## src/rtl/axi4l_pkg.sv

```systemverilog
// Shared types for the AXI4-Lite register file: response codes,
// register modes, channel FSM states and a byte-lane mask helper.
package axi4l_pkg;

    typedef enum logic [1:0] {
        OKAY   = 2'b00,
        SLVERR = 2'b10
    } resp_t;

    typedef enum logic [1:0] {
        MODE_RW,
        MODE_RO,
        MODE_W1C
    } reg_mode_t;

    typedef enum logic {
        W_IDLE,
        W_RESP
    } wr_state_t;

    typedef enum logic {
        R_IDLE,
        R_DATA
    } rd_state_t;

    // Expand up to 8 byte strobes into a 64-bit bit mask.
    function automatic logic [63:0] lane_mask(input logic [7:0] strb);
        logic [63:0] m;
        m = '0;
        for (int b = 0; b < 8; b++) begin
            m[b*8 +: 8] = {8{strb[b]}};
        end
        return m;
    endfunction

endpackage

```

## src/rtl/axi4l_reg_cell.sv

```systemverilog
// One register of the file. RW: masked replace; W1C: masked clear
// plus hw_set_i (set wins); RO: pure mirror of hw_d_i, no storage.
// Ports: clk_i/rst_i, we_i/wdata_i/wmask_i write, hw_set_i/hw_d_i hw side, q_o value.
module axi4l_reg_cell
    import axi4l_pkg::*;
#(
    parameter int              DW        = 32,
    parameter reg_mode_t       MODE      = MODE_RW,
    parameter logic [DW-1:0]   RESET_VAL = '0
) (
    input  logic          clk_i,
    input  logic          rst_i,
    input  logic          we_i,
    input  logic [DW-1:0] wdata_i,
    input  logic [DW-1:0] wmask_i,
    input  logic [DW-1:0] hw_set_i,
    input  logic [DW-1:0] hw_d_i,
    output logic [DW-1:0] q_o
);

    // Not every mode consumes every input.
    logic unused_cell;
    assign unused_cell = ^{clk_i, rst_i, we_i, wdata_i,
                           wmask_i, hw_set_i, hw_d_i};

    if (MODE == MODE_RO) begin : g_ro
        assign q_o = hw_d_i;
    end else begin : g_store
        logic [DW-1:0] q_q;
        logic [DW-1:0] q_d;

        always_comb begin
            q_d = q_q;
            if (MODE == MODE_W1C) begin
                if (we_i) begin
                    q_d = q_q & ~(wdata_i & wmask_i);
                end
                // Applied after the clear so a colliding set wins.
                q_d = q_d | hw_set_i;
            end else if (we_i) begin
                q_d = (q_q & ~wmask_i) | (wdata_i & wmask_i);
            end
        end

        always_ff @(posedge clk_i or posedge rst_i) begin
            if (rst_i) begin
                q_q <= RESET_VAL;
            end else begin
                q_q <= q_d;
            end
        end

        assign q_o = q_q;
    end

endmodule

```

## src/rtl/axi4l_regfile.sv

```systemverilog
// AXI4-Lite slave register file with RW/RO/W1C registers, independent
// AW/W capture, byte strobes, SLVERR decode and hw set/load ports.
// Ports: aclk/areset, AXI4-Lite AW/W/B/AR/R, reg_q, hw_d, hw_set, wr_pulse.
module axi4l_regfile
    import axi4l_pkg::*;
#(
    parameter int ADDR_WIDTH = 12,
    parameter int DATA_WIDTH = 32,
    parameter int NUM_REGS   = 16,
    parameter logic [NUM_REGS-1:0] RO_MASK  = '0,
    parameter logic [NUM_REGS-1:0] W1C_MASK = '0,
    parameter logic [NUM_REGS*DATA_WIDTH-1:0] RESET_VAL = '0
) (
    input  logic                           aclk,
    input  logic                           areset,
    input  logic [ADDR_WIDTH-1:0]          awaddr,
    input  logic                           awvalid,
    output logic                           awready,
    input  logic                           awprot,
    input  logic [DATA_WIDTH-1:0]          wdata,
    input  logic [DATA_WIDTH/8-1:0]        wstrb,
    input  logic                           wvalid,
    output logic                           wready,
    output logic [1:0]                     bresp,
    output logic                           bvalid,
    input  logic                           bready,
    input  logic [ADDR_WIDTH-1:0]          araddr,
    input  logic                           arvalid,
    output logic                           arready,
    input  logic                           arprot,
    output logic [DATA_WIDTH-1:0]          rdata,
    output logic [1:0]                     rresp,
    output logic                           rvalid,
    input  logic                           rready,
    output logic [NUM_REGS*DATA_WIDTH-1:0] reg_q,
    input  logic [NUM_REGS*DATA_WIDTH-1:0] hw_d,
    input  logic [NUM_REGS*DATA_WIDTH-1:0] hw_set,
    output logic [NUM_REGS-1:0]            wr_pulse
);

    localparam int DW  = DATA_WIDTH;
    localparam int SW  = DATA_WIDTH / 8;
    localparam int LSB = $clog2(SW);
    localparam int IW  = ADDR_WIDTH - LSB;

    // ---------------- write channel ----------------
    wr_state_t        w_state_q, w_state_d;
    logic             aw_held_q, aw_held_d;
    logic             w_held_q, w_held_d;
    logic [IW-1:0]    awidx_q, awidx_d;
    logic [DW-1:0]    wdata_q, wdata_d;
    logic [SW-1:0]    wstrb_q, wstrb_d;
    resp_t            bresp_q, bresp_d;
    logic [NUM_REGS-1:0] wr_pulse_q, wr_pulse_d;

    logic             aw_hs, w_hs, wr_go, w_in_range;
    logic [IW-1:0]    w_idx;
    logic [DW-1:0]    w_data;
    logic [SW-1:0]    w_strb;
    logic [63:0]      mask64;
    logic [DW-1:0]    w_mask;
    logic [NUM_REGS-1:0] wr_sel;

    // Readies depend only on state (and reset), never on valids.
    assign awready = (w_state_q == W_IDLE) && !aw_held_q && !areset;
    assign wready  = (w_state_q == W_IDLE) && !w_held_q && !areset;
    assign aw_hs   = awvalid && awready;
    assign w_hs    = wvalid && wready;

    // Payload for the write: live bus if it handshakes now, else held copy.
    assign w_idx  = aw_hs ? awaddr[ADDR_WIDTH-1:LSB] : awidx_q;
    assign w_data = w_hs ? wdata : wdata_q;
    assign w_strb = w_hs ? wstrb : wstrb_q;
    assign mask64 = lane_mask(8'(w_strb));
    assign w_mask = mask64[DW-1:0];

    assign wr_go = (w_state_q == W_IDLE)
                && (aw_held_q || aw_hs)
                && (w_held_q || w_hs);
    assign w_in_range = 32'(w_idx) < NUM_REGS;

    always_comb begin
        w_state_d  = w_state_q;
        aw_held_d  = aw_held_q;
        w_held_d   = w_held_q;
        awidx_d    = awidx_q;
        wdata_d    = wdata_q;
        wstrb_d    = wstrb_q;
        bresp_d    = bresp_q;
        wr_pulse_d = '0;
        unique case (w_state_q)
            W_IDLE: begin
                if (aw_hs) begin
                    aw_held_d = 1'b1;
                    awidx_d   = awaddr[ADDR_WIDTH-1:LSB];
                end
                if (w_hs) begin
                    w_held_d = 1'b1;
                    wdata_d  = wdata;
                    wstrb_d  = wstrb;
                end
                if (wr_go) begin
                    w_state_d  = W_RESP;
                    aw_held_d  = 1'b0;
                    w_held_d   = 1'b0;
                    bresp_d    = w_in_range ? OKAY : SLVERR;
                    wr_pulse_d = wr_sel;
                end
            end
            W_RESP: begin
                if (bready) begin
                    w_state_d = W_IDLE;
                end
            end
        endcase
    end

    always_ff @(posedge aclk or posedge areset) begin
        if (areset) begin
            w_state_q  <= W_IDLE;
            aw_held_q  <= 1'b0;
            w_held_q   <= 1'b0;
            awidx_q    <= '0;
            wdata_q    <= '0;
            wstrb_q    <= '0;
            bresp_q    <= OKAY;
            wr_pulse_q <= '0;
        end else begin
            w_state_q  <= w_state_d;
            aw_held_q  <= aw_held_d;
            w_held_q   <= w_held_d;
            awidx_q    <= awidx_d;
            wdata_q    <= wdata_d;
            wstrb_q    <= wstrb_d;
            bresp_q    <= bresp_d;
            wr_pulse_q <= wr_pulse_d;
        end
    end

    assign bvalid   = (w_state_q == W_RESP);
    assign bresp    = bresp_q;
    assign wr_pulse = wr_pulse_q;

    // ---------------- register cells ----------------
    logic [DW-1:0] regs [NUM_REGS];

    for (genvar i = 0; i < NUM_REGS; i++) begin : g_reg
        localparam reg_mode_t MODE = RO_MASK[i]  ? MODE_RO :
                                     W1C_MASK[i] ? MODE_W1C : MODE_RW;

        // Index match implies in-range; RO slots never take a write.
        assign wr_sel[i] = wr_go && (32'(w_idx) == i) && !RO_MASK[i];

        axi4l_reg_cell #(
            .DW        (DW),
            .MODE      (MODE),
            .RESET_VAL (RESET_VAL[i*DW +: DW])
        ) u_cell (
            .clk_i    (aclk),
            .rst_i    (areset),
            .we_i     (wr_sel[i]),
            .wdata_i  (w_data),
            .wmask_i  (w_mask),
            .hw_set_i (hw_set[i*DW +: DW]),
            .hw_d_i   (hw_d[i*DW +: DW]),
            .q_o      (regs[i])
        );

        assign reg_q[i*DW +: DW] = regs[i];
    end

    // ---------------- read channel ----------------
    rd_state_t     r_state_q, r_state_d;
    logic [DW-1:0] rdata_q, rdata_d;
    resp_t         rresp_q, rresp_d;
    logic          ar_hs, r_in_range;
    logic [IW-1:0] r_idx;
    logic [DW-1:0] rd_val;

    assign arready    = (r_state_q == R_IDLE) && !areset;
    assign ar_hs      = arvalid && arready;
    assign r_idx      = araddr[ADDR_WIDTH-1:LSB];
    assign r_in_range = 32'(r_idx) < NUM_REGS;

    // RO cells already present hw_d on their output.
    always_comb begin
        rd_val = '0;
        for (int i = 0; i < NUM_REGS; i++) begin
            if (32'(r_idx) == i) begin
                rd_val = regs[i];
            end
        end
    end

    always_comb begin
        r_state_d = r_state_q;
        rdata_d   = rdata_q;
        rresp_d   = rresp_q;
        unique case (r_state_q)
            R_IDLE: begin
                if (ar_hs) begin
                    r_state_d = R_DATA;
                    rdata_d   = r_in_range ? rd_val : '0;
                    rresp_d   = r_in_range ? OKAY : SLVERR;
                end
            end
            R_DATA: begin
                if (rready) begin
                    r_state_d = R_IDLE;
                end
            end
        endcase
    end

    always_ff @(posedge aclk or posedge areset) begin
        if (areset) begin
            r_state_q <= R_IDLE;
            rdata_q   <= '0;
            rresp_q   <= OKAY;
        end else begin
            r_state_q <= r_state_d;
            rdata_q   <= rdata_d;
            rresp_q   <= rresp_d;
        end
    end

    assign rvalid = (r_state_q == R_DATA);
    assign rdata  = rdata_q;
    assign rresp  = rresp_q;

    logic unused_ok;
    assign unused_ok = ^{awprot, arprot, awaddr[LSB-1:0],
                         araddr[LSB-1:0], mask64};

endmodule

```

## config.mk

```make
export PLATFORM = sky130hd
export DESIGN_NAME = axi4l_regfile
export DESIGN_NICKNAME = d
export VERILOG_FILES = /design/src/rtl/axi4l_pkg.sv /design/src/rtl/axi4l_reg_cell.sv /design/src/rtl/axi4l_regfile.sv
export SDC_FILE = /design/constraint.sdc
export NUM_CORES = 2
export LEC_CHECK = 0
export CORE_AREA = 2 2 655 657
export CTS_CLUSTER_DIAMETER = 150
export DETAILED_ROUTE_END_ITERATION = 8
export DIE_AREA = 0 0 657 659
export PLACE_DENSITY = 0.3
export SYNTH_ARGS = -nofsm -noshare
export SYNTH_HDL_FRONTEND = slang
export SYNTH_SLANG_ARGS = --single-unit
```

## constraint.sdc

```tcl
create_clock -name aclk -period 39.7 [get_ports aclk]
set_input_delay 7.94 -clock aclk [delete_from_list [all_inputs] [get_ports aclk]]
set_output_delay 7.94 -clock aclk [all_outputs]
set_load 0.05 [all_outputs]
```

# --- Yosys cells after proc, flatten, opt, wreduce, memory -nomap -nowiden ---
# Index checks and enable logic that the tools add are counted.
classes:
  addsub: 0
  mul: 0
  div_mod_pow: 0
  order_cmp: 2
  eq_ne: 30
  shift: 0
  muxes: 34
  n_bitwise: 36
  reduce_logical: 39
ops:
  columns: ["cell", "n"]
  rows:
  - ["32-bit 2-to-1 mux", 18]
  - ["32-bit bitwise AND", 17]
  - ["32-bit bitwise OR", 16]
  - ["10-bit by 4-bit == test with 1-bit output, second input constant", 16]
  - ["10-bit by 3-bit == test with 1-bit output, second input constant", 8]
  - ["10-bit by 2-bit == test with 1-bit output, second input constant", 4]
  - ["16-bit 2-to-1 mux", 2]
  - ["32-bit NOT", 1]
  - ["1-bit logical AND", 26]
  - ["10-bit by 1-bit == test with 1-bit output, second input constant", 2]
  - ["10-bit zero test", 2]
  - ["10-bit by 5-bit < comparator with 1-bit output, second input constant", 2]
  - ["10-bit 2-to-1 mux", 1]
  - ["1-bit 2-to-1 mux", 8]
  - ["2-bit AND reduction", 4]
  - ["2-bit 2-to-1 mux", 2]
  - ["4-bit 2-to-1 mux", 1]
  - ["1-bit one-hot mux with 2 select lines", 2]
  - ["2-bit nonzero test", 2]
  - ["1-bit zero test", 3]
  - ["1-bit logical OR", 2]
  - ["1-bit NOT", 2]
totals:
  ff_bits: 614
  latch_bits: 0
  mem_bits_rw: 0
  mem_bits_ro: 0
  input_bits: 1093
  output_inout_bits: 569
  wordCells: 168
  memories: 0

# --- Longest topological paths before layout ---
depth:
  ltp_word: 18
  ltp_mapped: 11

# --- Hierarchy ---
# From an unflattened synthesis, not the netlist that was laid out.
unflattened:
  cells_unflattened: 2744
  hier_area_um2: 32762.7
modules_own_cells:
  columns: ["module", "instances", "cells_each", "area_each_um2", "seq_area_each_um2"]
  rows:
  - ["axi4l_reg_cell", 16, 100, 1431.4, 800.8]
  - ["axi4l_regfile", 1, 1144, 9860.7, 2502.4]

# --- Worst setup path after synthesis ---
# Ideal clock, no wire load.
synth_timing:
  path_kind: "input -> output"
  start: "input areset"
  end: "output awready"
  t_arrival_ns: 9.158
  slack_ns: 22.602
  path_stages: 2
  cell_sequence: "buf_2 > nor3_1"
synth_via:
  elab_chain_cells: 2
synth_rtl:
  columns: ["element", "line_no", "text"]
  rows:
  - ["start: declaration", "axi4l_regfile.sv:15", "input logic areset,"]
  - ["1-bit zero test (no source line)", null, null]
  - ["1-bit logical AND", "axi4l_regfile.sv:65", "assign awready = (w_state_q == W_IDLE) && !aw_held_q && !areset;"]
  - ["end: declaration", "axi4l_regfile.sv:18", "output logic awready,"]
# No other way between the ends.

# --- Worst setup path after layout ---
layout_timing:
  start: "input areset"
  end: "output wready"
layout_via:
  elab_chain_cells: 2
layout_rtl:
  columns: ["element", "line_no", "text"]
  rows:
  - ["1-bit zero test (no source line)", null, null]
  - ["1-bit logical AND", "axi4l_regfile.sv:66", "assign wready = (w_state_q == W_IDLE) && !w_held_q && !areset;"]
  - ["end: declaration", "axi4l_regfile.sv:23", "output logic wready,"]
# No other way between the ends.

==> results.md <==
- Outcome: completed
- Worst stage delay on the critical path: 1.18 ns
- GRT Overall Usage: 11.5%
- CP Max Fanout: 10
- Vias: 25400
- Global-route wire length before repair: 320000 µm
- Post-detail-place hpwl: 204000 µm
- Classification of the worst setup path: input port to output pin
- Post-route clock skew: 0.0900 ns
- Upper clock frequency limit: 55.0 MHz
- Per-cell via count in the routed design: 2.82
- Flip-flop and latch area: 15300 µm²
- Worst IR drop on VDD: 0.0273 mV
- Effective utilization at floorplan: 6.70%
- Hold-fix buffers, CTS: 0
- Die height: 659 µm
- Leading area contributor after synthesis: sky130_fd_sc_hd__dfrtp_1
- GP Congestion: 0.808
- IO Pins: 1662
- Synth Area in Compound Gates: 15.6%
- Synth-to-Final Area Change: 57.1%
- Actual transition at the worst max-transition pin: 1.22 ns
- Multi-input gate area: 12400 µm²
- Area of the core region: 426000 µm²
- TritonCTS clock tree: done
- Highest metal layer with signal wires: met5
- Adder-Cell Fraction of Synth Area: 0%
- Number of I/O port buffers: 629
- Antenna violation net count after detailed routing: 0
- Total Wirelength: 257000 µm
- Total power draw: 2.05 mW
- Max Root-Sink Buffers: 3
- Data required time of the worst path: 31.76 ns
- Count of TritonRoute iterations in the first routing pass: 7
- Syn. warnings: 0
- Top cell by count, worst path: sky130_fd_sc_hd__clkdlybuf4s50_1
- Cell class contributing the biggest share of worst-path delay: buffers and inverters
- Layout Nets: 4329
- Number of buffer and inverter stages on the critical path: 2
- Fraction of layout cells with a size suffix above 1: 19.9%
- Post-synthesis sequential area ratio: 53.7%
- Commonest cells after routing, fill and taps aside: sky130_fd_sc_hd__clkdlybuf4s50_1 (614), sky130_fd_sc_hd__dfrtp_1 (612), sky130_fd_sc_hd__o21ai_0 (382), sky130_fd_sc_hd__nand2_1 (330), sky130_fd_sc_hd__mux2_2 (277)
- Post-synthesis async set-or-reset flop share: 100%
- Post-synthesis share of cell area spent on and, or, nand and nor gates: 12.1%
- Worst r2r path cells: 8
- Yosys reg bits: 612
- Setup Viol. Count Final: 0
- DIE AREA: 433000 µm²
- Sum of overflow across all layers after global routing: 0
- Per-instance average area after synthesis: 11.1 µm²
- Multiplexer area fraction after synthesis: 14.8%
- Sink Count: 612
- Total of max-cap violations: 0
- Detailed router's first-iteration violation count: 1831
- Number of flops mapped to enable cells by yosys: 0
- Netlist cell types: 74
- Routed met1 length: 96000 µm
- Top cell type's share of synthesized area: 53.7%
- Count of cells along the worst hold path: 1
- Clock period minus worst slack: 18.18 ns
- # H-tree levels: 3
- Setup repair after global routing missed its margin: false
- Leak pwr: 16.7 nW
- DRC: 0
- Total negative setup slack: 0 ns
- Die X: 657 µm
- Top area cells in the synthesized netlist: sky130_fd_sc_hd__dfrtp_1 (54%), sky130_fd_sc_hd__mux2_2 (11%), sky130_fd_sc_hd__o21ai_0 (6.8%)
- Number of global-route vias before repair: 25700
- Root Buffer: sky130_fd_sc_hd__clkbuf_16
- Pwr/cell area: 45.7 nW/µm²
- Post-Synthesis Cells: 2579
- Met3 Routed Length: 28300 µm
- Initial antenna violation count: 58
- Tcrit/Tclk final: 45.8%
- Critical path data arrival time: 10.24 ns
- Largest family of logic cells by synthesized area: compound AO/OA/AOI/OAI gates
- Xor/xnor cell area share of the yosys netlist: 0%
- Source-to-sink clock delay at the later pin of the worst-skew pair: 0.74 ns
- Clock slew seen by the registers of the worst setup and hold paths: 0.05 ns
- Number of fill cells: 49100
- Total count of max-transition violations in the final report: 0
- Num CTS Buffers: 79
- Count of final hold-check violations: 0
- Sort of element at the start of the critical path: input port
- Avg WL per Cell: 28.5 µm
- Worst Hold Class: flop to flop
- Kind of end point of the critical path: output pin
- CP cell instances: clkdlybuf4s50_1, nor3_1, clkdlybuf4s50_1
- Number of standard-cell rows in the floorplan: 240
- Register-to-register setup slack: 35.13 ns
- Setup repair bufs after CTS: 0
- Post-Synthesis Cell Area: 28500 µm²
- Slowest CP cell: sky130_fd_sc_hd__clkdlybuf4s50_1
- Metal2 WL: 123000 µm
- Commonest non-fill, non-tap cell in the layout: sky130_fd_sc_hd__clkdlybuf4s50_1
- Max_slew headroom: 16.2%
- Top flip-flop cell by instance count after synthesis: sky130_fd_sc_hd__dfrtp_1
- Largest net degree at the start of global routing: 76
- CP Depth: 3
- Resized Gates After CTS: 0
-- final cells by class --
| cell class | count | share of cell area, % |
|---|---|---|
| repair buffers | 735 | 15.8 |
| diodes | 19 | 0.106 |
| multi-input cells | 1754 | 27.6 |
| clock inverters | 25 | 0.857 |
| flip-flops and latches | 612 | 34.2 |
| well taps | 5687 | 15.9 |
| inverters | 54 | 0.472 |
| clock buffers | 115 | 5.11 |
-- metrics by stage --
| stage | setup WS, ns | std cells | area (µm²) | hold slack (ns) | util (%) |
|---|---|---|---|---|---|
| 2_1_floorplan | 14.39 | 2580 | 28500 | 0.472 | - |
| 3_3_place_gp | 21.38 | 8842 | 42100 | 0.470 | 9.89 |
| 3_5_place_dp | 21.39 | 8842 | 42100 | 0.478 | 9.89 |
| 4_1_cts | 21.37 | 8982 | 44800 | 0.496 | 10.5 |
| 5_1_grt | 21.32 | 8985 | 44800 | 0.521 | 10.5 |
| 6_report | 21.52 | 9001 | 44800 | 0.501 | 10.5 |
-- where the power goes --
group | total (mW) | switching [mW] | leakage, nW | internal (mW)
sequential | 0.707 | 0.0371 | 8.39 | 0.670
combinational | 0.581 | 0.461 | 7.05 | 0.120
clock | 0.762 | 0.336 | 1.30 | 0.426
total | 2.05 | 0.833 | 16.7 | 1.22
-- cells by family (layout without fill, tap and decap cells) --
logic type / count (synthesis) / after routing
compound gates: 742 / 742
flops: 612 / 612
simple gates: 637 / 637
buf+inv: 214 / 929
mux: 373 / 373
other cells: 1 / 21
-- synthesized netlist by cell type (8+ instances only) --
| master | number |
|---|---|
| sky130_fd_sc_hd__a22oi_1 | 27 |
| sky130_fd_sc_hd__nand3_4 | 33 |
| sky130_fd_sc_hd__o221ai_1 | 23 |
| sky130_fd_sc_hd__o22ai_1 | 23 |
| sky130_fd_sc_hd__nand2b_1 | 13 |
| sky130_fd_sc_hd__nand2_1 | 334 |
| sky130_fd_sc_hd__mux4_2 | 12 |
| sky130_fd_sc_hd__a221oi_1 | 30 |
| sky130_fd_sc_hd__o21ai_0 | 385 |
| sky130_fd_sc_hd__clkinv_1 | 27 |
| sky130_fd_sc_hd__inv_1 | 25 |
| sky130_fd_sc_hd__and3_1 | 27 |
| sky130_fd_sc_hd__mux2i_1 | 83 |
| sky130_fd_sc_hd__nand3_1 | 24 |
| sky130_fd_sc_hd__o21ai_1 | 8 |
| sky130_fd_sc_hd__a32oi_1 | 13 |
| sky130_fd_sc_hd__clkbuf_1 | 78 |
| sky130_fd_sc_hd__nor3_1 | 29 |
| sky130_fd_sc_hd__o211ai_1 | 18 |
| sky130_fd_sc_hd__buf_6 | 23 |
| sky130_fd_sc_hd__buf_2 | 33 |
| sky130_fd_sc_hd__a22o_1 | 22 |
| sky130_fd_sc_hd__buf_1 | 18 |
| sky130_fd_sc_hd__nor2b_1 | 18 |
| sky130_fd_sc_hd__a211oi_1 | 11 |
| sky130_fd_sc_hd__dfrtp_1 | 612 |
| sky130_fd_sc_hd__mux2_2 | 277 |
| sky130_fd_sc_hd__a21oi_1 | 115 |
| sky130_fd_sc_hd__nand3_2 | 30 |
| sky130_fd_sc_hd__nor2_1 | 90 |
-- layer usage --
layer  global-route usage (%)  up-vias
met5                        0        -
met4                     3.77        2
met3                     5.39      219
met2                     19.5      993
met1                     12.6    13400
li1                         -    10700
-- final timing paths --
kind | start | endpoint
worst max-delay path | areset | wready
worst min-delay path | awidx_q[9] | awidx_q[9]
worst max register to register | bvalid | flop
worst min register to register | awidx_q[9] | awidx_q[9]
max in group asynchronous | areset | async pin
min in group asynchronous | areset | aw_held_q
No activity file was read; power rests on OpenSTA's default activity.
==> variant 1 (config.mk and constraints unchanged) <==
`RO_MASK`: '0 -> 1.
--- a/src/rtl/axi4l_regfile.sv
+++ b/src/rtl/axi4l_regfile.sv
@@ -7,7 +7,7 @@
     parameter int ADDR_WIDTH = 12,
     parameter int DATA_WIDTH = 32,
     parameter int NUM_REGS   = 16,
-    parameter logic [NUM_REGS-1:0] RO_MASK  = '0,
+    parameter logic [NUM_REGS-1:0] RO_MASK  = 1,
     parameter logic [NUM_REGS-1:0] W1C_MASK = '0,
     parameter logic [NUM_REGS*DATA_WIDTH-1:0] RESET_VAL = '0
 ) (
Check against the original RTL: not settled (the Yosys comparison gave no result); the edit may change what the design does.
==> variant 1 against the original RTL <==
Cell area shrank 2.1%; sequential cell count fell by 33; routed wire length fell by 3.9%; first-iteration DRC count fell by 7.9%; setup slack improved by 0.33 ns; largest cell class unchanged; power fell by 6.3%; area after synthesis fell by 4.0%; via count decreased by 8.9%; critical path depth did not move.
==> variant 1: results (changes against the original RTL) <==
metric	value	unit	change
dp_slack	21.76	ns	+0.375 ns
synth_commonest_cells	dfrtp_1, mux2_2, nor2_1		
postCtsSetupBuffers	0		unchanged
root_buffer	clkbuf_16		
hpwl	197000	microns	-3.5%
grt_pass1_wl	304000	microns	-5.0%
hold_path_class	register to register		
finalClockSkew	0.0636	ns	-0.0265 ns
clk_path_buf_depth	3		unchanged
vias_per_cell	2.68		-4.9%
ys_warn_count	0		unchanged
cts-htree-levels	3		unchanged
crit_path_end	arready		
grt_antenna_before_repair	65		+12%
clk_pin_slew	0.06	ns	
irDropWorstVdd	30.7	uV	+13%
crit_path_max_fanout	10		unchanged
nNetsFinal	3940		-9.0%
p_leak	0.0172	uW	+2.5%
grt_use_met2	19.3	%	-0.19 points
p_int	1200	uW	-1.6%
period_share	45.0	%	-0.84 points
met3_usage	3.77	%	-1.6 points
r2r-start	bvalid		
worstSetupStartpoint	areset		
grt.total_usage	11.1	%	-0.45 points
cts_resized	0		unchanged
drtIter0Drc	1686		-7.9%
rr_worst_depth	8		unchanged
status	finished clean		
place_area	41100	sq um	-2.3%
clk_latency	0.75	ns	
firstDrtPassIters	7		unchanged
synth.distinct_cells	78		+5.4%
yosysSeqAreaShare	52.9	%	-0.77 points
port_buffers	660		+4.9%
grt_max_degree	141		+86%
gr-usage-met1	12.9	%	+0.23 points
min_from	rdata[20]		
async_flop_share	100	%	unchanged
rrSetupSlack	35.20	ns	+0.07 ns
drive_above_1_share	30.9	%	+11 points
numCtsBuffers	78		-1.3%
gp_congestion	0.761		-5.7%
grt_pass1_vias	23687		-7.7%
tightest_slew	1.19	ns	-0.0367 ns
routed_wl	247000	microns	-3.9%
drtAntennaViolNets	0		unchanged
netlist_top_cells_area	dfrtp_1, mux2_2, mux4_2		
crit_arrival	9.91	ns	-0.33 ns
==> variant 1: routing by layer <==
layer / part of all wire [%] / vias up
li1: - / 9447
met1: 40 / 12458
met2: 49 / 974
met3: 8.0 / 221
met4: 2.7 / 6
met5: 0.015 / -
==> variant 1: how the worst min path moves through the flow <==
stage | end | slack [ns] | cells after the start
after floorplan | awidx_q[5] | 0.47 | 1
after global placement | rdata[29] | 0.48 | 1
after detailed placement | rdata[26] | 0.48 | 2
after CTS | rdata[26] | 0.50 | 2
after global routing | rdata[16] | 0.52 | 2
final | rdata[20] | 0.50 | 2
==> variant 1: final cells by class <==
type / instances / area (sq um)
diodes: 25 / 62.6
clock buffers: 112 / 2290
clock inverters: 30 / 407
fillers: 49113 / 382000
inverters: 21 / 86.3
multi-input cells: 1427 / 12200
flip-flops and latches: 579 / 14500
well taps: 5687 / 7120
repair buffers: 740 / 7220
==> variant 1: power by group through the flow <==
stage / logic [uW] / clock network, uW / registers [uW]
after floorplan: 187 / 0 / 729
after global placement: 501 / 0 / 676
after detailed placement: 502 / 0 / 677
after CTS: 503 / 802 / 667
after global routing: 512 / 818 / 672
final: 485 / 770 / 666
==> variant 1: cells by family (layout without fill, tap and decap cells) <==
group           after synthesis  in the layout  synth area share [%]
mux                         626            626                  26.8
flops                       579            579                  52.9
other cells                   1             28                0.0137
buf+inv                     195            903                  3.35
simple gates                394            394                  7.35
compound gates              404            404                  9.60
==> variant 1: metrics by stage <==
| stage | cells | total power, uW |
|---|---|---|
| CTS | 8596 | 1970 |
| floorplan | 2201 | 916 |
| finish | 8621 | 1920 |
| global placement | 8454 | 1180 |
| global route | 8608 | 2000 |
| detailed placement | 8454 | 1180 |
==> variant 1: worst max-delay path: stages <==
cell and delay (ns):
clkdlybuf4s50_1 0.78, nor2_1 0.26, clkdlybuf4s50_1 0.91
==> variant 2 (same settings) <==
Without the edit above. Make the reset (`areset` and `rst_i`) synchronous in 3 clocked blocks.
--- a/src/rtl/axi4l_reg_cell.sv
+++ b/src/rtl/axi4l_reg_cell.sv
@@ -42,7 +42,7 @@
             end
         end
 
-        always_ff @(posedge clk_i or posedge rst_i) begin
+        always_ff @(posedge clk_i) begin
             if (rst_i) begin
                 q_q <= RESET_VAL;
             end else begin
--- a/src/rtl/axi4l_regfile.sv
+++ b/src/rtl/axi4l_regfile.sv
@@ -115,7 +115,7 @@
         endcase
     end
 
-    always_ff @(posedge aclk or posedge areset) begin
+    always_ff @(posedge aclk) begin
         if (areset) begin
             w_state_q  <= W_IDLE;
             aw_held_q  <= 1'b0;
@@ -212,7 +212,7 @@
         endcase
     end
 
-    always_ff @(posedge aclk or posedge areset) begin
+    always_ff @(posedge aclk) begin
         if (areset) begin
             r_state_q <= R_IDLE;
             rdata_q   <= '0;
Function: not settled (the Yosys comparison gave no result); the edit may change what the design does.
==> variant 2 against the original RTL <==
First-iteration DRC count grew 8.1%; routed wire length grew 3.6%; critical path depth is the same; register-to-register slack gained 0.52 ns; setup slack gained 0.10 ns; area after synthesis is essentially flat; sequential cell count is the same; clock skew shrank 0.022 ns; cell area grew 0.57%.
Power is not compared: it rests on default switching activity, and its combinational part moved more than twofold at a synthesized area within 25%.
==> variant 2: results (changes against the original RTL) <==
metric	value	unit	change
wl_per_cell	28.4	microns	-0.40%
vias_per_cell	2.89		+2.5%
grt.total_usage	11.9	%	+0.36 points
rr_worst_depth	6		-2
clk_pin_slew	0.06	ns	
tightest_slew	1.36	ns	+0.138 ns
finalClockSkew	0.0683	ns	-0.0218 ns
synth.distinct_cells	84		+14%
crit_path_max_fanout	68		+58
drive_above_1_share	11.3	%	-8.5 points
status	finished clean		
crit_path_end	awready		
grt_pass1_vias	27012		+5.2%
ys_warn_count	0		unchanged
cts_resized	0		unchanged
grt_antenna_before_repair	59		+1.7%
grt_pass1_wl	331000	microns	+3.4%
drtIter0Drc	1979		+8.1%
rrSetupSlack	35.65	ns	+0.52 ns
netlist_top_cells_area	dfxtp_1, mux2i_1, nand2b_1		
async_flop_share	0	%	-100 points
irDropWorstVdd	28.7	uV	
yosysSeqAreaShare	43.0	%	-11 points
fill_cells	49198		+0.17%
numCtsBuffers	89		+13%
cts-htree-levels	3		unchanged
clk_latency	0.86	ns	+0.12 ns
gp_congestion	0.815		+0.87%
postCtsSetupBuffers	0		unchanged
firstDrtPassIters	5		-2
synth_commonest_cells	dfxtp_1, mux2i_1, nand2b_1		
worstSetupStartpoint	areset		
port_buffers	629		unchanged
nNetsFinal	4689		+8.3%
clk_path_buf_depth	4		+1
hpwl	208000	microns	+2.1%
hold_path_class	register to register		
grt_max_degree	157		+110%
r2r-start	bvalid		
p_leak	0.0171	uW	
crit_arrival	10.14	ns	-0.10 ns
root_buffer	clkbuf_16		
==> variant 2: metrics by stage <==
stage          std cells  util, %  cell area (sq um)  worst slack, ns
2_1_floorplan       2995        -              28500            22.36
3_3_place_gp        9191     9.87              42000            21.75
3_5_place_dp        9192     9.87              42000            21.75
4_1_cts             9349     10.6              45000            21.75
5_1_grt             9352     10.6              45000            21.67
6_report            9364     10.6              45100            21.62
==> variant 2: layout make-up <==
class                   instances  area (sq um)  share of cell area (%)
diodes                         15          37.5                  0.0833
multi-input cells            2124         15500                    34.3
clock buffers                 126          2540                    5.63
well taps                    5687          7120                    15.8
flip-flops and latches        612         12300                    27.2
repair buffers                730          7060                    15.7
clock inverters                31           462                    1.02
inverters                      39           146                   0.325
==> variant 2: per-layer routing <==
layer | share of wire, % | vias up | global-route usage, %
met3 | 8.6 | 275 | 4.32
li1 | - | 11759 | -
met4 | 3.7 | 8 | 3.73
met2 | 47 | 994 | 20.0
met5 | 0.025 | - | 0
met1 | 41 | 14030 | 13.9
==> variant 2: power by group <==
part | internal [uW] | switching [uW] | leakage [uW] | total, uW
Combinational | 34.9 | 103 | 0.0106 | 138
Clock | 510 | 358 | 0.00147 | 868
Sequential | 617 | 1.89 | 0.00493 | 619
Total | 1160 | 463 | 0.0171 | 1630
==> variant 2: kinds of logic after synthesis <==
family          after synthesis  synth area share, %
compound gates              517                 12.1
other cells                   1               0.0131
mux                         584                 21.2
flops                       612                 43.0
simple gates               1021                 20.2
buf+inv                     259                 3.59
==> variant 2: worst max-delay path: stages <==
cell             delay (ns)
buf_8                  0.19
nor3_1                 0.94
clkdlybuf4s50_1        0.99
==> variant 2: worst min path at each step <==
| stage | from | to | slack [ns] | cells after the start |
|---|---|---|---|---|
| detailed placement | rdata[2] | rdata[2] | 0.45 | 2 |
| floorplan | awidx_q[6] | awidx_q[6] | 0.44 | 2 |
| global route | awidx_q[8] | awidx_q[8] | 0.48 | 2 |
| finish | rdata[1] | rdata[1] | 0.46 | 2 |
| CTS | awidx_q[6] | awidx_q[6] | 0.46 | 2 |
| global placement | rdata[2] | rdata[2] | 0.45 | 2 |
